$ cat config.mk
export PLATFORM = sky130hd
export DESIGN_NAME = ascii2ps2_seq_flat
export DESIGN_NICKNAME = d
export VERILOG_FILES = /design/src/rtl/ascii2ps2_seq_if.sv /design/src/rtl/ascii2ps2_seq.sv /design/src/flat_wrapper.sv
export SDC_FILE = /design/constraint.sdc
export NUM_CORES = 1
export LEC_CHECK = 0
export CORE_ASPECT_RATIO = 0.7
export CORE_MARGIN = 2
export CORE_UTILIZATION = 40
export DETAILED_ROUTE_END_ITERATION = 7
export SETUP_SLACK_MARGIN = 0.5
export SKIP_CTS_REPAIR_TIMING = 1
export SYNTH_ARGS = -nofsm -noshare
export SYNTH_HDL_FRONTEND = slang
export SYNTH_SLANG_ARGS = --single-unit
$ cat constraint.sdc
create_clock -name clk -period 3.09 [get_ports clk]
set_clock_uncertainty 0.15 [all_clocks]
set_input_delay 0.618 -clock clk [delete_from_list [all_inputs] [get_ports clk]]
set_output_delay 0.618 -clock clk [all_outputs]
set_load 0.03 [all_outputs]
$ cat src/rtl/ascii2ps2_seq_if.sv
// Signal bundle between the keystroke encoder, its ASCII source and the PS/2 byte sink.
interface ascii2ps2_seq_if #(parameter int FIFO_DEPTH = 32);
    localparam int AW = $clog2(FIFO_DEPTH);

    logic [7:0]  ascii;
    logic        latch;
    logic        in_ready;
    logic [7:0]  scancode;
    logic        valid;
    logic        ready;
    logic        shift_held;
    logic        overflow;
    logic [AW:0] level;
    logic [3:0]  dbg_state;

    // Output handshake: a byte moves on a clock edge where valid && ready; once valid is high, scancode holds until that edge.
    modport master (output ascii, latch, ready,
                    input  in_ready, scancode, valid, shift_held, overflow, level, dbg_state);
    modport slave  (input  ascii, latch, ready,
                    output in_ready, scancode, valid, shift_held, overflow, level, dbg_state);
endinterface

$ cat src/rtl/ascii2ps2_seq.sv
// ASCII character to PS/2 set-2 make/break byte sequence encoder with a scancode FIFO
// and a valid/ready output register; sits between the UART receiver and the PS/2 serialiser.
module ascii2ps2_seq #(
    parameter int FIFO_DEPTH = 32,
    parameter bit HOLD_SHIFT = 1'b0,
    parameter int AW         = $clog2(FIFO_DEPTH)
) (
    input logic            clk,
    input logic            rst,
    ascii2ps2_seq_if.slave bus
);
    typedef enum logic [3:0] {
        S_IDLE      = 4'd0,
        S_SH_BRK_F0 = 4'd1,
        S_SH_BRK    = 4'd2,
        S_SH_MAKE   = 4'd3,
        S_PFX_M     = 4'd4,
        S_MAKE      = 4'd5,
        S_PFX_B     = 4'd6,
        S_BRK_F0    = 4'd7,
        S_BRK       = 4'd8,
        S_SH_REL_F0 = 4'd9,
        S_SH_REL    = 4'd10
    } state_t;

    localparam logic [AW+1:0] C_DEPTH    = (AW+2)'(FIFO_DEPTH);
    localparam logic [AW+1:0] C_MIN_FREE = (AW+2)'(7);

    // Scancode translator: returns {shift, set-2 code}; code 0x00 means no key.
    function automatic logic [8:0] f_translate(input logic [7:0] a);
        logic [7:0] k;
        logic [7:0] c;
        logic       sh;
        sh = 1'b0;
        k  = a;
        c  = 8'h00;
        if (a >= 8'h41 && a <= 8'h5A) begin
            sh = 1'b1;
            k  = a | 8'h20;
        end
        case (k)
            8'h61: c = 8'h1C;  8'h62: c = 8'h32;  8'h63: c = 8'h21;  8'h64: c = 8'h23;
            8'h65: c = 8'h24;  8'h66: c = 8'h2B;  8'h67: c = 8'h34;  8'h68: c = 8'h33;
            8'h69: c = 8'h43;  8'h6A: c = 8'h3B;  8'h6B: c = 8'h42;  8'h6C: c = 8'h4B;
            8'h6D: c = 8'h3A;  8'h6E: c = 8'h31;  8'h6F: c = 8'h44;  8'h70: c = 8'h4D;
            8'h71: c = 8'h15;  8'h72: c = 8'h2D;  8'h73: c = 8'h1B;  8'h74: c = 8'h2C;
            8'h75: c = 8'h3C;  8'h76: c = 8'h2A;  8'h77: c = 8'h1D;  8'h78: c = 8'h22;
            8'h79: c = 8'h35;  8'h7A: c = 8'h1A;
            8'h30: c = 8'h45;  8'h31: c = 8'h16;  8'h32: c = 8'h1E;  8'h33: c = 8'h26;
            8'h34: c = 8'h25;  8'h35: c = 8'h2E;  8'h36: c = 8'h36;  8'h37: c = 8'h3D;
            8'h38: c = 8'h3E;  8'h39: c = 8'h46;
            8'h2D: c = 8'h4E;  8'h3D: c = 8'h55;  8'h2C: c = 8'h41;  8'h2E: c = 8'h49;
            8'h2F: c = 8'h4A;
            8'h5F: begin c = 8'h4E; sh = 1'b1; end
            8'h2B: begin c = 8'h55; sh = 1'b1; end
            8'h3C: begin c = 8'h41; sh = 1'b1; end
            8'h3E: begin c = 8'h49; sh = 1'b1; end
            8'h3F: begin c = 8'h4A; sh = 1'b1; end
            8'h20: c = 8'h29;  8'h0D: c = 8'h5A;  8'h08: c = 8'h66;  8'h09: c = 8'h0D;
            8'h1B: c = 8'h76;
            default: c = 8'h00;
        endcase
        return {sh, c};
    endfunction

    // Next state = lowest planned state above the current one, else IDLE.
    function automatic state_t f_next(input logic [10:1] plan, input logic [3:0] cur);
        state_t nxt;
        nxt = S_IDLE;
        for (int i = 10; i >= 1; i--) begin
            if (plan[i] && (4'(i) > cur)) nxt = state_t'(4'(i));
        end
        return nxt;
    endfunction

    state_t        r_state;
    logic [7:0]    r_code;
    logic [10:1]   r_plan;
    logic          r_shift_held;
    logic          r_overflow;
    logic          r_valid;
    logic [7:0]    r_scancode;
    logic [AW-1:0] r_wptr;
    logic [AW-1:0] r_rptr;
    logic [AW:0]   r_level;
    logic [7:0]    r_mem [FIFO_DEPTH];

    logic [8:0]    w_tr;
    logic          w_ext;
    logic          w_shift;
    logic          w_char_ok;
    logic          w_sh_make;
    logic          w_sh_brk;
    logic          w_sh_rel;
    logic [7:0]    w_ovr;
    logic [7:0]    w_code;
    logic [10:1]   w_plan;
    logic [7:0]    w_wr_data;
    logic [AW+1:0] w_free;
    logic          w_in_ready;
    logic          w_wr;
    logic          w_rd;

    always_comb begin
        w_tr  = f_translate(bus.ascii);
        w_ext = (bus.ascii[7:2] == 6'b100000);
        case (bus.ascii[1:0])
            2'd0:    w_ovr = 8'h75;
            2'd1:    w_ovr = 8'h72;
            2'd2:    w_ovr = 8'h6B;
            default: w_ovr = 8'h74;
        endcase
        w_code    = w_ext ? w_ovr : w_tr[7:0];
        w_shift   = !w_ext && w_tr[8];
        w_char_ok = w_ext || (w_tr[7:0] != 8'h00);
        if (HOLD_SHIFT) begin
            w_sh_make = w_shift && !r_shift_held;
            w_sh_brk  = !w_ext && !w_shift && r_shift_held;
            w_sh_rel  = 1'b0;
        end else begin
            w_sh_make = w_shift;
            w_sh_brk  = 1'b0;
            w_sh_rel  = w_shift;
        end
        // One bit per writer state, bit index equals the state encoding.
        w_plan = {w_sh_rel, w_sh_rel, 1'b1, 1'b1, w_ext, 1'b1, w_ext, w_sh_make, w_sh_brk, w_sh_brk};
    end

    always_comb begin
        w_wr_data = 8'h00;
        case (r_state)
            S_SH_BRK_F0, S_BRK_F0, S_SH_REL_F0: w_wr_data = 8'hF0;
            S_SH_BRK, S_SH_MAKE, S_SH_REL:      w_wr_data = 8'h12;
            S_PFX_M, S_PFX_B:                   w_wr_data = 8'hE0;
            S_MAKE, S_BRK:                      w_wr_data = r_code;
            default:                            w_wr_data = 8'h00;
        endcase
    end

    // Seven free entries cover the longest six-byte sequence with margin.
    assign w_free     = C_DEPTH - {1'b0, r_level};
    assign w_in_ready = (r_state == S_IDLE) && (w_free >= C_MIN_FREE);
    assign w_wr       = (r_state != S_IDLE);
    assign w_rd       = (!r_valid || bus.ready) && (r_level != '0);

    always_ff @(posedge clk or posedge rst) begin
        if (rst) begin
            r_state      <= S_IDLE;
            r_code       <= 8'h00;
            r_plan       <= '0;
            r_shift_held <= 1'b0;
            r_overflow   <= 1'b0;
        end else begin
            if (bus.latch && !w_in_ready) r_overflow <= 1'b1;
            if (r_state == S_IDLE) begin
                if (bus.latch && w_in_ready && w_char_ok) begin
                    r_code  <= w_code;
                    r_plan  <= w_plan;
                    r_state <= f_next(w_plan, 4'd0);
                end
            end else begin
                r_state <= f_next(r_plan, r_state);
                if (r_state == S_SH_MAKE) r_shift_held <= 1'b1;
                if (r_state == S_SH_BRK || r_state == S_SH_REL) r_shift_held <= 1'b0;
            end
        end
    end

    always_ff @(posedge clk) begin
        if (w_wr) r_mem[r_wptr] <= w_wr_data;
    end

    always_ff @(posedge clk or posedge rst) begin
        if (rst) begin
            r_wptr     <= '0;
            r_rptr     <= '0;
            r_level    <= '0;
            r_valid    <= 1'b0;
            r_scancode <= 8'h00;
        end else begin
            if (w_wr) r_wptr <= r_wptr + AW'(1);
            if (w_rd) begin
                r_rptr     <= r_rptr + AW'(1);
                r_scancode <= r_mem[r_rptr];
                r_valid    <= 1'b1;
            end else if (bus.ready) begin
                r_valid <= 1'b0;
            end
            if (w_wr && !w_rd) r_level <= r_level + (AW+1)'(1);
            else if (!w_wr && w_rd) r_level <= r_level - (AW+1)'(1);
        end
    end

    assign bus.in_ready   = w_in_ready;
    assign bus.scancode   = r_scancode;
    assign bus.valid      = r_valid;
    assign bus.shift_held = r_shift_held;
    assign bus.overflow   = r_overflow;
    assign bus.level      = r_level;
    assign bus.dbg_state  = r_state;
endmodule

$ cat src/flat_wrapper.sv
// flat-port wrapper written by rule: the top's interface ports become plain ports
module ascii2ps2_seq_flat 
#(
    parameter int FIFO_DEPTH = 32,
    parameter bit HOLD_SHIFT = 1'b0,
    parameter int AW         = $clog2(FIFO_DEPTH)
)
  (clk, rst, bus_ascii, bus_latch, bus_ready, bus_in_ready, bus_scancode, bus_valid, bus_shift_held, bus_overflow, bus_level, bus_dbg_state);
  ascii2ps2_seq_if #(.FIFO_DEPTH(FIFO_DEPTH)) bus_i ();
  input logic clk;
  input logic rst;
  input wire logic [$bits(bus_i.ascii)-1:0] bus_ascii;
  input wire logic [$bits(bus_i.latch)-1:0] bus_latch;
  input wire logic [$bits(bus_i.ready)-1:0] bus_ready;
  output wire logic [$bits(bus_i.in_ready)-1:0] bus_in_ready;
  output wire logic [$bits(bus_i.scancode)-1:0] bus_scancode;
  output wire logic [$bits(bus_i.valid)-1:0] bus_valid;
  output wire logic [$bits(bus_i.shift_held)-1:0] bus_shift_held;
  output wire logic [$bits(bus_i.overflow)-1:0] bus_overflow;
  output wire logic [$bits(bus_i.level)-1:0] bus_level;
  output wire logic [$bits(bus_i.dbg_state)-1:0] bus_dbg_state;
  assign bus_i.ascii = bus_ascii;
  assign bus_i.latch = bus_latch;
  assign bus_i.ready = bus_ready;
  assign bus_in_ready = bus_i.in_ready;
  assign bus_scancode = bus_i.scancode;
  assign bus_valid = bus_i.valid;
  assign bus_shift_held = bus_i.shift_held;
  assign bus_overflow = bus_i.overflow;
  assign bus_level = bus_i.level;
  assign bus_dbg_state = bus_i.dbg_state;
  ascii2ps2_seq #(.FIFO_DEPTH(FIFO_DEPTH), .HOLD_SHIFT(HOLD_SHIFT), .AW(AW)) u_core (.clk(clk), .rst(rst), .bus(bus_i));
endmodule
======== After elaboration in Yosys (flattened, before gate mapping) ========
Memory sizes are Yosys's and may differ from the RTL's. A register that Yosys moved wholly into a read port is not among the register bits.
Cells that the tools add are included.
storage, ports and cells
  flip-flop bits (word level) ............. 38
  bits in writable memories ............... 256
  input bits .............................. 12
  output and inout port bits .............. 22
  word-level logic and storage cells ...... 164
  memories ................................ 1
cells by class
  $add $sub $neg .......................... 5
  magnitude comparators ................... 11
  eq/ne operators ......................... 65
  muxes and demuxes ....................... 27
  bitwise logic cells ..................... 1
  reductions and logical operators ........ 45
memories
  memory        words  bits a word  read ports  clocked after memory_dff  write ports  RTL line             source
  u_core.r_mem  32     8            1           1                         1            ascii2ps2_seq.sv:86  logic [7:0] r_mem [FIFO_DEPTH];
operators with widths
  operator                                                            number
  one-hot mux 7 bit (46 select lines)                                 1
  equality test 8 x 7 -> 1 bit (second input constant)                27
  equality test 8 x 6 -> 1 bit (second input constant)                20
  two-way mux 4 bit                                                   10
  one-hot mux 8 bit (4 select lines)                                  1
  equality test 8 x 4 -> 1 bit (second input constant)                3
  two-way mux 6 bit                                                   3
  logical AND 1 bit                                                   17
  equality test 4 x 3 -> 1 bit (second input constant)                4
  greater-than comparator 3 x 4 -> 1 bit (first input constant)       4
  one-hot mux 5 bit (3 select lines)                                  1
  OR reduction 2 bit                                                  7
  equality test 4 bit (second input constant)                         3
  greater-than comparator 4 bit (first input constant)                3
  adder 5 x 1 -> 5 bit (second input constant)                        2
  two-way mux 1 bit                                                   9
  equality test 4 x 2 -> 1 bit (second input constant)                2
  equality test 8 x 5 -> 1 bit (second input constant)                1
  greater-or-equal comparator 8 x 7 -> 1 bit (second input constant)  1
  <= comparator 8 x 7 -> 1 bit (second input constant)                1
  nonzero test 8 bit                                                  1
  greater-or-equal comparator 7 x 3 -> 1 bit (second input constant)  1
  two-way mux 7 bit                                                   1
  subtractor 6 x 6 -> 7 bit (first input constant)                    1
  other kinds (20)                                                    30

======== Logic depth before layout (Yosys ltp) ========
Gate-level depths: netlist of run 1.
  depth in word-level cells ............... 11
  gate-level depth with buffers ........... 17
  mapped depth without buffers ............ 16

======== Worst setup path before layout of run 1 ========
OpenSTA, ideal clock, no wires.
  path kind ............................... reg-to-reg
  start ................................... reg u_core.r_level[0] (netlist: u_core.bus.level[0])
  end ..................................... reg u_core.r_level[5] (netlist: u_core.bus.level[5])
  setup time .............................. 0.137 ns
  arrival time ............................ 3.336 ns
  slack ................................... -0.533 ns
  stages on the path, launching flop included .. 18
  buffers on the path ..................... 1
  period minus slack after synthesis ...... 3.623 ns
  cell sequence ........................... dfrtp_1 -> inv_1 -> ha_1 -> nand2b_1 -> nor4_1 -> nor2b_1 -> clkinv_1 -> clkbuf_1 -> ha_1 -> inv_1 -> ha_1 -> a21o_1 -> a21oi_1 -> o21bai_1 -> a21oi_1 -> xnor2_1 -> nor2_1 -> xor2_1
on the way
  word-level cells in the longest chain between the ends .. 5
ends and longest elaborated chain
  element                                                                            RTL line              source
  start, declared                                                                    ascii2ps2_seq.sv:85   logic [AW:0] r_level;
  start signal, assigned                                                             ascii2ps2_seq.sv:189  if (w_wr && !w_rd) r_level <= r_level + (AW+1)'(1);
  start signal, assigned                                                             ascii2ps2_seq.sv:190  else if (!w_wr && w_rd) r_level <= r_level - (AW+1)'(1);
  parallel branches: the longest is 5 deep, another holds subtractor 6 x 1 -> 6 bit  n/a
Several ways; the timed one is not identified. The select of a mux whose other input is x is not followed.
A chain may end at the register's enable or synchronous reset.

======== Final worst setup path of run 1 ========
  start ................................... reg u_core.r_level[0] (netlist: u_core.bus.level[0])
  end ..................................... out bus_in_ready
on the way
  word-level cells in the longest chain between the ends .. 3
ends and longest elaborated chain
  element                                     RTL line              source
  subtractor 6 x 6 -> 7 bit                   ascii2ps2_seq.sv:141  assign w_free = C_DEPTH - {1'b0, r_level};
  greater-or-equal comparator 7 x 3 -> 1 bit  ascii2ps2_seq.sv:142  assign w_in_ready = (r_state == S_IDLE) && (w_free >= C_MIN_FREE);
  logical AND 1 bit                           ascii2ps2_seq.sv:142
  end, declared                               flat_wrapper.sv:15    output wire logic [$bits(bus_i.in_ready)-1:0] bus_in_ready;
Every way passes these cells.

==> impl_summary.md, run 1 <==
Logic synthesis
The flip-flop and latch count after synthesis is 297. The netlist uses 75 different library cells. After synthesis the cells add up to about 0.013 mm2. The post-synthesis area per instance is 16.1 um2. The Yosys step of the flow raised 0 warnings. Of the synthesized area, sequential elements account for approximately 65%.

The count of flip-flops with a built-in enable after synthesis is between 200 and 300. The cell count after synthesis came out at roughly 830. The async set or reset register ratio after synthesis is 13.8%. Counting every net in the synthesized netlist gives 857. For this run, the leading register cell type out of synthesis is sky130_fd_sc_hd__edfxtp_1.

Flow run
Max-cap violations in this run came to 0.

Routing
The vias per cell is ~5.6. The routed design has 33900 um of wire. After detailed routing, the number of remaining DRC violations is 0. The number of detailed-route iterations in the first pass is 6. The number of nets still failing antenna checks after routing is 0. The routed length per placed instance is 23.2 um. The routed layout has 8161 vias. After the first detailed-routing iteration, the DRC count stood at 848.

Floorplan
The die extent in x is 222 um. The number of ports placed on the die boundary is 34. The floorplan step defined a die boundary enclosing 0.0348 mm2.

The y dimension of the die is 157 um. The total number of placement rows is 55. The core box area is 0.0326 mm2.

Once the floorplan was initialized, standard cells occupied 40.9% of the core.

Timing
After layout, the worst path uses 102% of the clock period. The number of endpoints failing setup at the final stage is 1. The worst pin sits at a relative slew slack of 39.4%. The least setup slack across all paths after layout is -60.0 ps. At the pin with the least slew margin, the transition time is 910 ps. The final-report max-slew violation count is 0. Setup repair after global routing could not meet its margin everywhere.

For this run, the top clock speed supported by timing is between 300 and 400 MHz. The final hold slack is 328 ps. The final count of hold timing violations is 0.

Summed over all failing endpoints, the final setup total negative slack is -60.0 ps. The clock period minus final worst setup slack is ~3200 ps.

Outcome
The final reports fail on negative setup slack. The run finished, with violations left.

Power
Power spread over the standard cell area amounts to 966 mW/mm2. The largest voltage drop on the vdd net is 0.429 mV. The static leakage power is 5.99 nW.

GRT
The pin count of the biggest net entering global routing is 50. The number of global-route vias before repair is 7899. The overall routing resource usage is about a fifth. The number of antenna violations at the first check in global routing is 0. The wire length of the first global-routing pass is 50500 um. The global route total overflow is 0.

Setup path
The critical path is of the register to output pin type. The data arrival time at the worst-slack endpoint is 2380 ps. The required arrival time at the worst endpoint is 2320 ps. STA classifies the critical path startpoint as a register.

The count of cells along the worst register-to-register path is 17. STA classifies the critical path endpoint as an output pin. Along the worst path, the maximum fanout reaches 4.

Placement
In this run, placement finished with an instance count of roughly 1400. The final RePlAce weighted congestion is roughly 0.91. After legalization and detailed placement, the total HPWL measured 22500 um. The total of buffers placed on input and output ports is 33.

The worst slack after detailed placement is -465 ps.

Clocking
The total clock sinks is 297. At the later pin of the worst-skew pair, clock insertion delay measures 560 ps. The tree is rooted in a sky130_fd_sc_hd__clkbuf_16. Counting along the longest clock path gives a buffer depth of 3.

In this run, CTS created clock tree buffers numbering 28. The CTS tree is yes. Clock-pin slew was measured on the worst setup and hold paths at 70 ps. In this run the number of H-tree levels came out at 1.

Finish
The net count of the finished layout is 1042. From synthesis to final layout, the design area changed by 25.2%. The end-of-flow core utilization is around half.

The fraction of layout instances using a drive strength above 1 is 35.1%. The total of fill cells in the finished design is 2717. The commonest non-fill, non-tap cell in the layout is sky130_fd_sc_hd__edfxtp_1. In the layout the commonest cells are 256 x sky130_fd_sc_hd__edfxtp_1, 151 x sky130_fd_sc_hd__buf_4, 80 x sky130_fd_sc_hd__mux4_2, 63 x sky130_fd_sc_hd__nor2_1, 49 x sky130_fd_sc_hd__nand2_1.

The number of antenna diodes in the final layout is 0. The number of standard cells in the layout, taps in and fillers out is 1461.

Min path
In this run the worst hold path is classified as register to register. The number of cells on the worst hold path is 2.
[registers in the layout, summed over array words and instances (netlist names)]
register,count
u_core.bus.dbg_state,4
u_core.bus.level,6
u_core.bus.overflow,1
u_core.bus.scancode,8
u_core.bus.shift_held,1
u_core.bus.valid,1
u_core.r_code,7
u_core.r_mem,256
u_core.r_plan,3
u_core.r_rptr,5
u_core.r_wptr,5
[layout make-up]
type                            instances  area, um2  share of cell area (%)
Sequential cell                       297       8720                    52.3
Multi-Input combinational cell        457       4500                    27.0
Timing Repair Buffer                  204       1820                    10.9
Clock buffer                           40        817                    4.90
Tap cell                              427        534                    3.21
Clock inverter                         12        171                    1.03
Inverter                               24       93.8                   0.563
[where the power goes]
| group | leakage (nW) | switching (mW) | internal (mW) |
|---|---|---|---|
| clock network | 0.480 | 1.49 | 2.18 |
| logic | 2.70 | 3.45 | 2.82 |
| registers | 2.81 | 0.490 | 5.69 |
| total | 5.99 | 5.42 | 10.7 |
[cells by family (layout without fill, tap and decap cells)]
| family | count (synthesis) | count (layout) | synth area share, % |
|---|---|---|---|
| flip-flops | 297 | 297 | 65.5 |
| AND/OR/NAND/NOR | 204 | 204 | 7.94 |
| XOR/XNOR | 16 | 16 | 1.05 |
| buffers and inverters | 73 | 280 | 2.43 |
| AO/OA/AOI/OAI | 118 | 118 | 6.10 |
| adder cells (fa/ha/maj) | 18 | 18 | 1.75 |
| multiplexers | 101 | 101 | 15.3 |
[critical path, cell delays in order, from the launching register on]
cell and delay, ps:
sky130_fd_sc_hd__dfrtp_2 430, sky130_fd_sc_hd__or3_4 400, sky130_fd_sc_hd__or4b_4 490, sky130_fd_sc_hd__a21oi_2 140
sky130_fd_sc_hd__a211oi_2 50, sky130_fd_sc_hd__buf_4 180, sky130_fd_sc_hd__buf_6 140
[per-layer routing]
metal	vias up	GRT usage, %	share of wire [%]
li1	3635	-	-
met1	4217	31.6	49
met2	275	27.1	41
met3	34	4.98	8.7
met4	0	2.93	1.1
met5	-	0	0
[cell usage after synthesis, types with 13 or more instances]
cell	n	area share (%)
sky130_fd_sc_hd__edfxtp_1	256	58
sky130_fd_sc_hd__dfrtp_1	41	7.7
sky130_fd_sc_hd__nor2_1	64	1.8
sky130_fd_sc_hd__inv_1	23	0.65
sky130_fd_sc_hd__buf_2	15	0.56
sky130_fd_sc_hd__mux4_2	80	14
sky130_fd_sc_hd__o21ai_0	32	1.2
sky130_fd_sc_hd__nor2b_1	13	0.61
sky130_fd_sc_hd__mux2i_1	15	1.1
sky130_fd_sc_hd__nand2_1	52	1.5
sky130_fd_sc_hd__xnor2_1	13	0.86
sky130_fd_sc_hd__ha_1	17	1.6
sky130_fd_sc_hd__clkbuf_1	24	0.68
sky130_fd_sc_hd__a21oi_1	17	0.64
[final timing paths]
path / from / endpoint / slack [ps]
max in group asynchronous: rst / u_core.r_rptr[0] / 1910
max: u_core.bus.level[0] / bus_in_ready / -60
min reg2reg: u_core.bus.scancode[1] / u_core.bus.scancode[1] / 330
min in group asynchronous: rst / u_core.r_rptr[3] / 390
max reg2reg: u_core.bus.level[1] / u_core.bus.level[5] / 190
min: u_core.bus.scancode[1] / u_core.bus.scancode[1] / 330
[stage by stage]
step | instance area, um2 | total power, mW
5_1_grt | 16700 | 16.9
3_5_place_dp | 15200 | 12.3
6_report | 16700 | 16.1
4_1_cts | 16200 | 16.0
2_1_floorplan | 13400 | 9.89
3_3_place_gp | 15200 | 12.2
Note: power is estimated with default switching activity, not from simulation.
==> run 2: changes to the inputs <==
--- a/config.mk
+++ b/config.mk
@@ -6,7 +6,7 @@
 export NUM_CORES = 1
 export LEC_CHECK = 0
 export CORE_ASPECT_RATIO = 0.7
-export CORE_MARGIN = 2
+export CORE_MARGIN = 1
 export CORE_UTILIZATION = 40
 export DETAILED_ROUTE_END_ITERATION = 7
 export SETUP_SLACK_MARGIN = 0.5
==> impl_summary.md, run 2 (synthesis gave the netlist of run 1 again) <==
Finish
The repair_antennas step left the layout with diodes totalling 0. The post-route cell area is around 0.016 mm2. Counting the fill cells in the layout gives 2710. In the layout the commonest cells are 256 x sky130_fd_sc_hd__edfxtp_1, 133 x sky130_fd_sc_hd__buf_4, 80 x sky130_fd_sc_hd__mux4_2, 51 x sky130_fd_sc_hd__nand2_1, 40 x sky130_fd_sc_hd__nor2_1. The top register by number of flip-flops is u_core.r_mem. From synthesis to final layout, the design area changed by 22.5%. The register with the most flip-flops in the layout has 256 of them.

For this run, the post-layout net count is between 1000 and 1500. For this run, the share of the core covered by cells in the final layout is between 50% and 60%. The fraction of layout instances using a drive strength above 1 is 34.5%. The library cell used most frequently in the layout, excluding fill and tap cells, is sky130_fd_sc_hd__edfxtp_1.

Setup path
The count of buffering cells on the critical path with inverters included is 2. The worst setup path is captured at an output pin. The number of cells on the worst reg-to-reg path is 12.

The start of the worst register-to-register path is u_core.bus.level[1]. The signal on the critical path passes through or3_4, or4b_4, a21oi_4, a211oi_2, buf_4, buf_6. The maximum fanout along the worst path is 5.

The endpoint of the worst register-to-register path is u_core.r_code[4]. The cell type group with the largest total delay on the critical path is simple AND/OR/NAND/NOR gates. At the worst endpoint, the required time is approximately 2300 ps. The slowest stage of the critical path is the sky130_fd_sc_hd__or4b_4 cell. The slack of the worst reg-to-reg path is 170 ps.

Data arrives at the worst endpoint at 2400 ps. The worst setup path is of the register to output pin kind. For this run, the slowest stage of the critical path takes 500 ps. The worst setup path is launched from a register.

Outcome
The run finished, with violations left. The checks that failed: design-rule violations, negative setup slack.

Floorplan
The initial cell density of the core is a little over 40%. The die covers 0.0340 mm2. After floorplanning, the core was sized to cover 0.0326 mm2. The number of ports placed on the die boundary is 34.

The die extent in x is 220 um. The total number of placement rows is 55. The die is about 150 um tall.

Routing
The routed length per placed instance is around 24 um. The number of detailed-route iterations in the first pass is 7. The routed design has 34400 um of wire. For this block, the initial DRC count from the detailed router was 921. The vias per cell is around 5.6.

The DRC violations left is 1. For this block, the via count after detailed routing is 8135. The number of nets still failing antenna checks after routing is 0.

Clocking
Clock-pin slew was measured on the worst setup and hold paths at about 60 ps. The clock reaches the later pin of the worst-skew pair after 550 ps. The library cell used as clock root buffer is sky130_fd_sc_hd__clkbuf_16.

Counting every sink on the clock net gives 297. The CTS tree is yes. CTS built an H-tree with a depth of 1.

The buffer levels on the longest clock path is 3. The CTS buffer count is 29.

Power
The share of total power in combinational logic is about two fifths. The largest voltage drop on the vdd net is 0.450 mV. The power share of the sequential group is slightly below 40%. The internal portion of the total power is 10.1 mW. The fraction of power spent switching nets is 35.3%.

The ratio of total power to cell area is 959 mW/mm2. In this run the static leakage power is around 5.8 nW. Summed over all nets, the switching power comes to 5.52 mW. The proportion of power drawn by the clock network is 20.5%.

Timing
For the pin with the worst max-slew slack, the measured transition is ~930 ps. The final-report max-slew violation count was 0. The final worst-path cycle share is 103%.

The worst relative slew slack is between 30 and 40%. Once routing completed, OpenROAD measured the worst setup slack at -77.6 ps. The maximum clock frequency is 316 MHz. Setup repair after global routing could not meet its margin everywhere.

After layout, the minimum clock period comes to between 3000 and 4000 ps. The number of endpoints failing setup at the final stage is 1. The final count of hold timing violations is 0. The tightest hold path in the finished design has a slack of 226 ps.

GRT
The wire length of the first global-routing pass is a little over 50000 um. The number of global-route vias before repair came to roughly 7700. The global route total overflow is 0.

The overall routing resource usage is 20.6%. The number of antenna violations at the first check in global routing is 0. Entering global routing, the biggest net connects 68 pins.

Min path
The tightest min-delay check is of the input port to async pin type.

Placement
Routability-driven placement finished with a final weighted congestion of roughly 0.9. Summed over all nets, the half-perimeter wirelength after detailed placement is 23400 um. In this run the cell area measured after placement is 0.0151 mm2. The total of buffers placed on input and output ports is 33.

Flow run
Max-cap violations in this run came to 0.
run 2: cell types whose count changed in the layout (fill, tap and decap cells not counted), moves of 3 or more:
cell                        previous run  this run
sky130_fd_sc_hd__clkbuf_8              5         0
sky130_fd_sc_hd__ha_4                  7         4
sky130_fd_sc_hd__clkinv_1              1        11
sky130_fd_sc_hd__nor2_2                2        25
sky130_fd_sc_hd__nor2_1               63        40
sky130_fd_sc_hd__buf_4               151       133
sky130_fd_sc_hd__bufinv_16             4         0
sky130_fd_sc_hd__clkbuf_1              6         2
sky130_fd_sc_hd__clkinv_2              4         8
run 2: through the flow:
step / setup slack, ps / cells / power, mW / TNS [ps]
CTS: -182 / 1415 / 15.5 / -182
global placement: -474 / 1363 / 12.1 / -5570
global route: -130 / 1440 / 16.4 / -130
finish: -77.6 / 1440 / 15.6 / -77.6
floorplan: 118 / 827 / 9.89 / 0
detailed placement: -504 / 1363 / 12.2 / -5950
run 2: worst max path at each step:
| stage | start | end | slack (ps) | cells after the start |
|---|---|---|---|---|
| after detailed placement | bus_ascii[1] | u_core.r_code[5] | -500 | 11 |
| after floorplan | u_core.bus.level[1] | u_core.bus.level[5] | 120 | 17 |
| after CTS | u_core.bus.level[0] | bus_in_ready | -180 | 5 |
| after global routing | u_core.bus.level[1] | bus_in_ready | -130 | 6 |
| after global placement | bus_ascii[2] | u_core.bus.dbg_state[0] | -470 | 12 |
| final | u_core.bus.level[1] | bus_in_ready | -80 | 6 |
run 2: cell type report:
class	instances	area (um2)	share of cell area (%)
clock inverters	21	104	0.637
well taps	427	534	3.28
inverters	24	93.8	0.576
multi-input cells	457	4510	27.6
clock buffers	31	733	4.50
repair buffers	183	1610	9.88
flip-flops and latches	297	8720	53.5
run 2: power groups by stage:
stage	Combinational, mW	Sequential (mW)	Clock, mW
CTS	5.94	6.25	3.26
floorplan	3.64	6.25	0
finish	6.25	6.19	3.20
global placement	5.84	6.30	0
global route	6.74	6.26	3.42
detailed placement	5.93	6.32	0
run 2: routing by layer:
| layer | track usage (%) | routed length (um) | up-vias |
|---|---|---|---|
| met5 | 0 | 0 | - |
| met2 | 26.7 | 13800 | 314 |
| met1 | 34.6 | 17000 | 4180 |
| met3 | 5.05 | 3090 | 40 |
| li1 | - | - | 3601 |
| met4 | 3.58 | 546 | 0 |
==> run 3: changes to the inputs <==
--- a/config.mk
+++ b/config.mk
@@ -9,6 +9,7 @@
 export CORE_MARGIN = 1
 export CORE_UTILIZATION = 40
 export DETAILED_ROUTE_END_ITERATION = 7
+export PLACE_DENSITY = 0.66
 export SETUP_SLACK_MARGIN = 0.5
 export SKIP_CTS_REPAIR_TIMING = 1
 export SYNTH_ARGS = -nofsm -noshare
==> impl_summary.md, run 3 (synthesis gave the netlist of run 1 again) <==
GRT
Entering global routing, the biggest net connects 33 pins. The global route total overflow is 0. Global routing consumed, over all layers together, between 20% and 30% of the routing resources.

The first global-routing pass estimated 50300 um of wire. The number of antenna violations at the first check in global routing was 0. The number of global-route vias before repair is 7691.

Timing
The least setup slack across all paths after layout is 2.34 ps. The final worst-path cycle share is 99.9%. The maximum clock frequency is 324 MHz.

Summed over all failing endpoints, the final setup total negative slack is 0 ps. The final count of hold timing violations is 0. The final-report max-slew violation count is 0. Final hold analysis gives a worst-case slack of between 300 and 400 ps. At the pin with the least slew margin, the transition time is approximately 960 ps.

Setup repair after global routing could not meet its margin everywhere. The worst relative slew slack is approximately 36%. The number of endpoints failing setup at the final stage is 0. The clock period could shrink to 3090 ps.

Clocking
The later-pin clock latency in the skew report is 550 ps. Counting along the longest clock path gives a buffer depth of 3. Counting every sink on the clock net gives 297.

Buffers inserted during clock tree synthesis total 28. The number of levels the H-tree was split into is 1. The clock-pin slew reported for the worst setup and hold paths after clock tree synthesis is ~60 ps. TritonCTS built the clock tree. The library cell used as clock root buffer is sky130_fd_sc_hd__clkbuf_16.

Routing
Once detail routing completed, the nets flagged for antenna violations numbered 0. The number of vias in the routed layout is 8202. The total detailed-routing wirelength is 33600 um.

The number of detailed-route iterations in the first pass is 5. The routed length per placed instance is 23.0 um. The iteration-0 DRC count of the detailed router is around 760.

For this run, design rule violations remaining after detail routing come to 0. In the routed layout, each cell is associated on average with a via count of approximately 5.6.

Placement
Routability-driven placement finished with a final weighted congestion of 0.906. The placed instances occupy a cell area of approximately 0.015 mm2. The worst slack after detailed placement is -571 ps. Detailed placement finished with a half-perimeter wire length of approximately 23000 um. Input and output buffers added on the ports amount to 33.

Counting tap cells, the placed design contains a total of approximately 1400 instances.

Finish
Relative to the synthesized area, the layout overhead comes to 24.9%. The post-route netlist has a little over a third of its cells at a drive strength greater than 1. The top cell types in the final layout, fill and taps aside, are 256 x sky130_fd_sc_hd__edfxtp_1, 157 x sky130_fd_sc_hd__buf_4, 80 x sky130_fd_sc_hd__mux4_2, 62 x sky130_fd_sc_hd__nor2_1, 50 x sky130_fd_sc_hd__nand2_1. The number of nets in the final layout is ~1000. The total inserted antenna cells is 0. Leaving out fill and tap cells, the most frequent cell in the layout is sky130_fd_sc_hd__edfxtp_1. The top register by number of flip-flops is u_core.r_mem. The finished cells cover 0.0166 mm2.

The end-of-flow core utilization is 51.1%. The register with the most flip-flops in the layout has 256 of them. The number of standard cells in the layout, taps in and fillers out is between 1000 and 1500.

Min path
The tightest min-delay check is of the input port to async pin type.

Setup path
The count of cells along the worst register-to-register path is 18. The worst register-to-register path begins at u_core.bus.level[0]. The critical path in this run is classified as register to output pin. In this run the critical register-to-register path is captured at u_core.bus.level[5].

The signal on the critical path passes through or3_4, or4b_4, a21oi_2, a211oi_2, buf_4. At the worst endpoint, the arrival time is 2320 ps. The required arrival time at the worst endpoint is between 2000 and 2500 ps.

The startpoint type of the worst setup path is a register. The largest single stage delay on the critical path is about 490 ps. The count of buffering cells on the critical path with inverters included is 1. Of all nets on the critical path, the largest fanout is 5. The number of logic stages on the critical path including buffering is 5. The cell type group with the largest total delay on the critical path is simple AND/OR/NAND/NOR gates.

The end point of the critical path is bus_in_ready. In this run the register-to-register setup slack is approximately 160 ps. The slowest stage of the critical path belongs to the cell sky130_fd_sc_hd__or4b_4.

The launching instance or port of the critical path is u_core.bus.level[0]. The capturing element type of the critical path is an output pin.

Floorplan
The die covers 0.0340 mm2. The floorplan step set the die height to around 150 um. The initial utilization of the core area, before any placement, comes to 40.9%. The total area inside the core boundary comes to 0.0326 mm2. The floorplan has 55 rows. The number of ports placed on the die boundary is 34. The die extent in x is approximately 220 um.

Flow run
The count of max-cap constraint violations is 0.

Outcome
The flow ran to the end, and the final reports show no timing, DRC or antenna violations.

Power
For this design the ratio of total power to cell area is between 900 and 1000 mW/mm2. The static leakage power is 5.98 nW. The design draws 16.2 mW. The largest voltage drop on the vdd net is approximately 0.47 mV.
run 3: cell types whose count changed in the layout (fill, tap and decap cells not counted), moves of 3 or more:
| cell | change |
|---|---|
| sky130_fd_sc_hd__buf_4 | +24 |
| sky130_fd_sc_hd__nor2_2 | -24 |
| sky130_fd_sc_hd__clkinv_1 | -9 |
| sky130_fd_sc_hd__nor2_1 | +22 |
| sky130_fd_sc_hd__clkbuf_8 | +3 |
| sky130_fd_sc_hd__bufinv_16 | +6 |
run 3: worst min path at each step:
stage,start,cells past startpoint,endpoint,slack (ps)
2_1_floorplan,u_core.r_code[0],1,u_core.r_code[0],320
3_3_place_gp,u_core.bus.scancode[1],2,u_core.bus.scancode[1],320
3_5_place_dp,u_core.bus.scancode[1],2,u_core.bus.scancode[1],330
4_1_cts,rst,2,u_core.bus.level[4],340
5_1_grt,u_core.bus.scancode[7],2,u_core.bus.scancode[7],370
6_report,rst,2,u_core.bus.level[3],330
run 3: area by class of cell:
type / instances / area, um2
fill: 2636 / 15900
clock buffer: 36 / 782
multi-input combinational: 457 / 4490
inverter: 24 / 93.8
tap: 427 / 534
clock inverter: 15 / 230
timing repair buffer: 204 / 1770
sequential: 297 / 8720
run 3: power by group:
| group | internal (mW) | leakage [nW] | switching [mW] |
|---|---|---|---|
| registers | 5.69 | 2.81 | 0.533 |
| clock network | 2.29 | 0.500 | 1.49 |
| logic | 2.80 | 2.67 | 3.42 |
| total | 10.8 | 5.98 | 5.44 |
run 3: per-layer routing:
layer	global-route usage (%)	routed length (um)
met1	33.3	16300
met4	2.96	390
met3	4.52	2850
met2	26.9	14100
met5	0	0
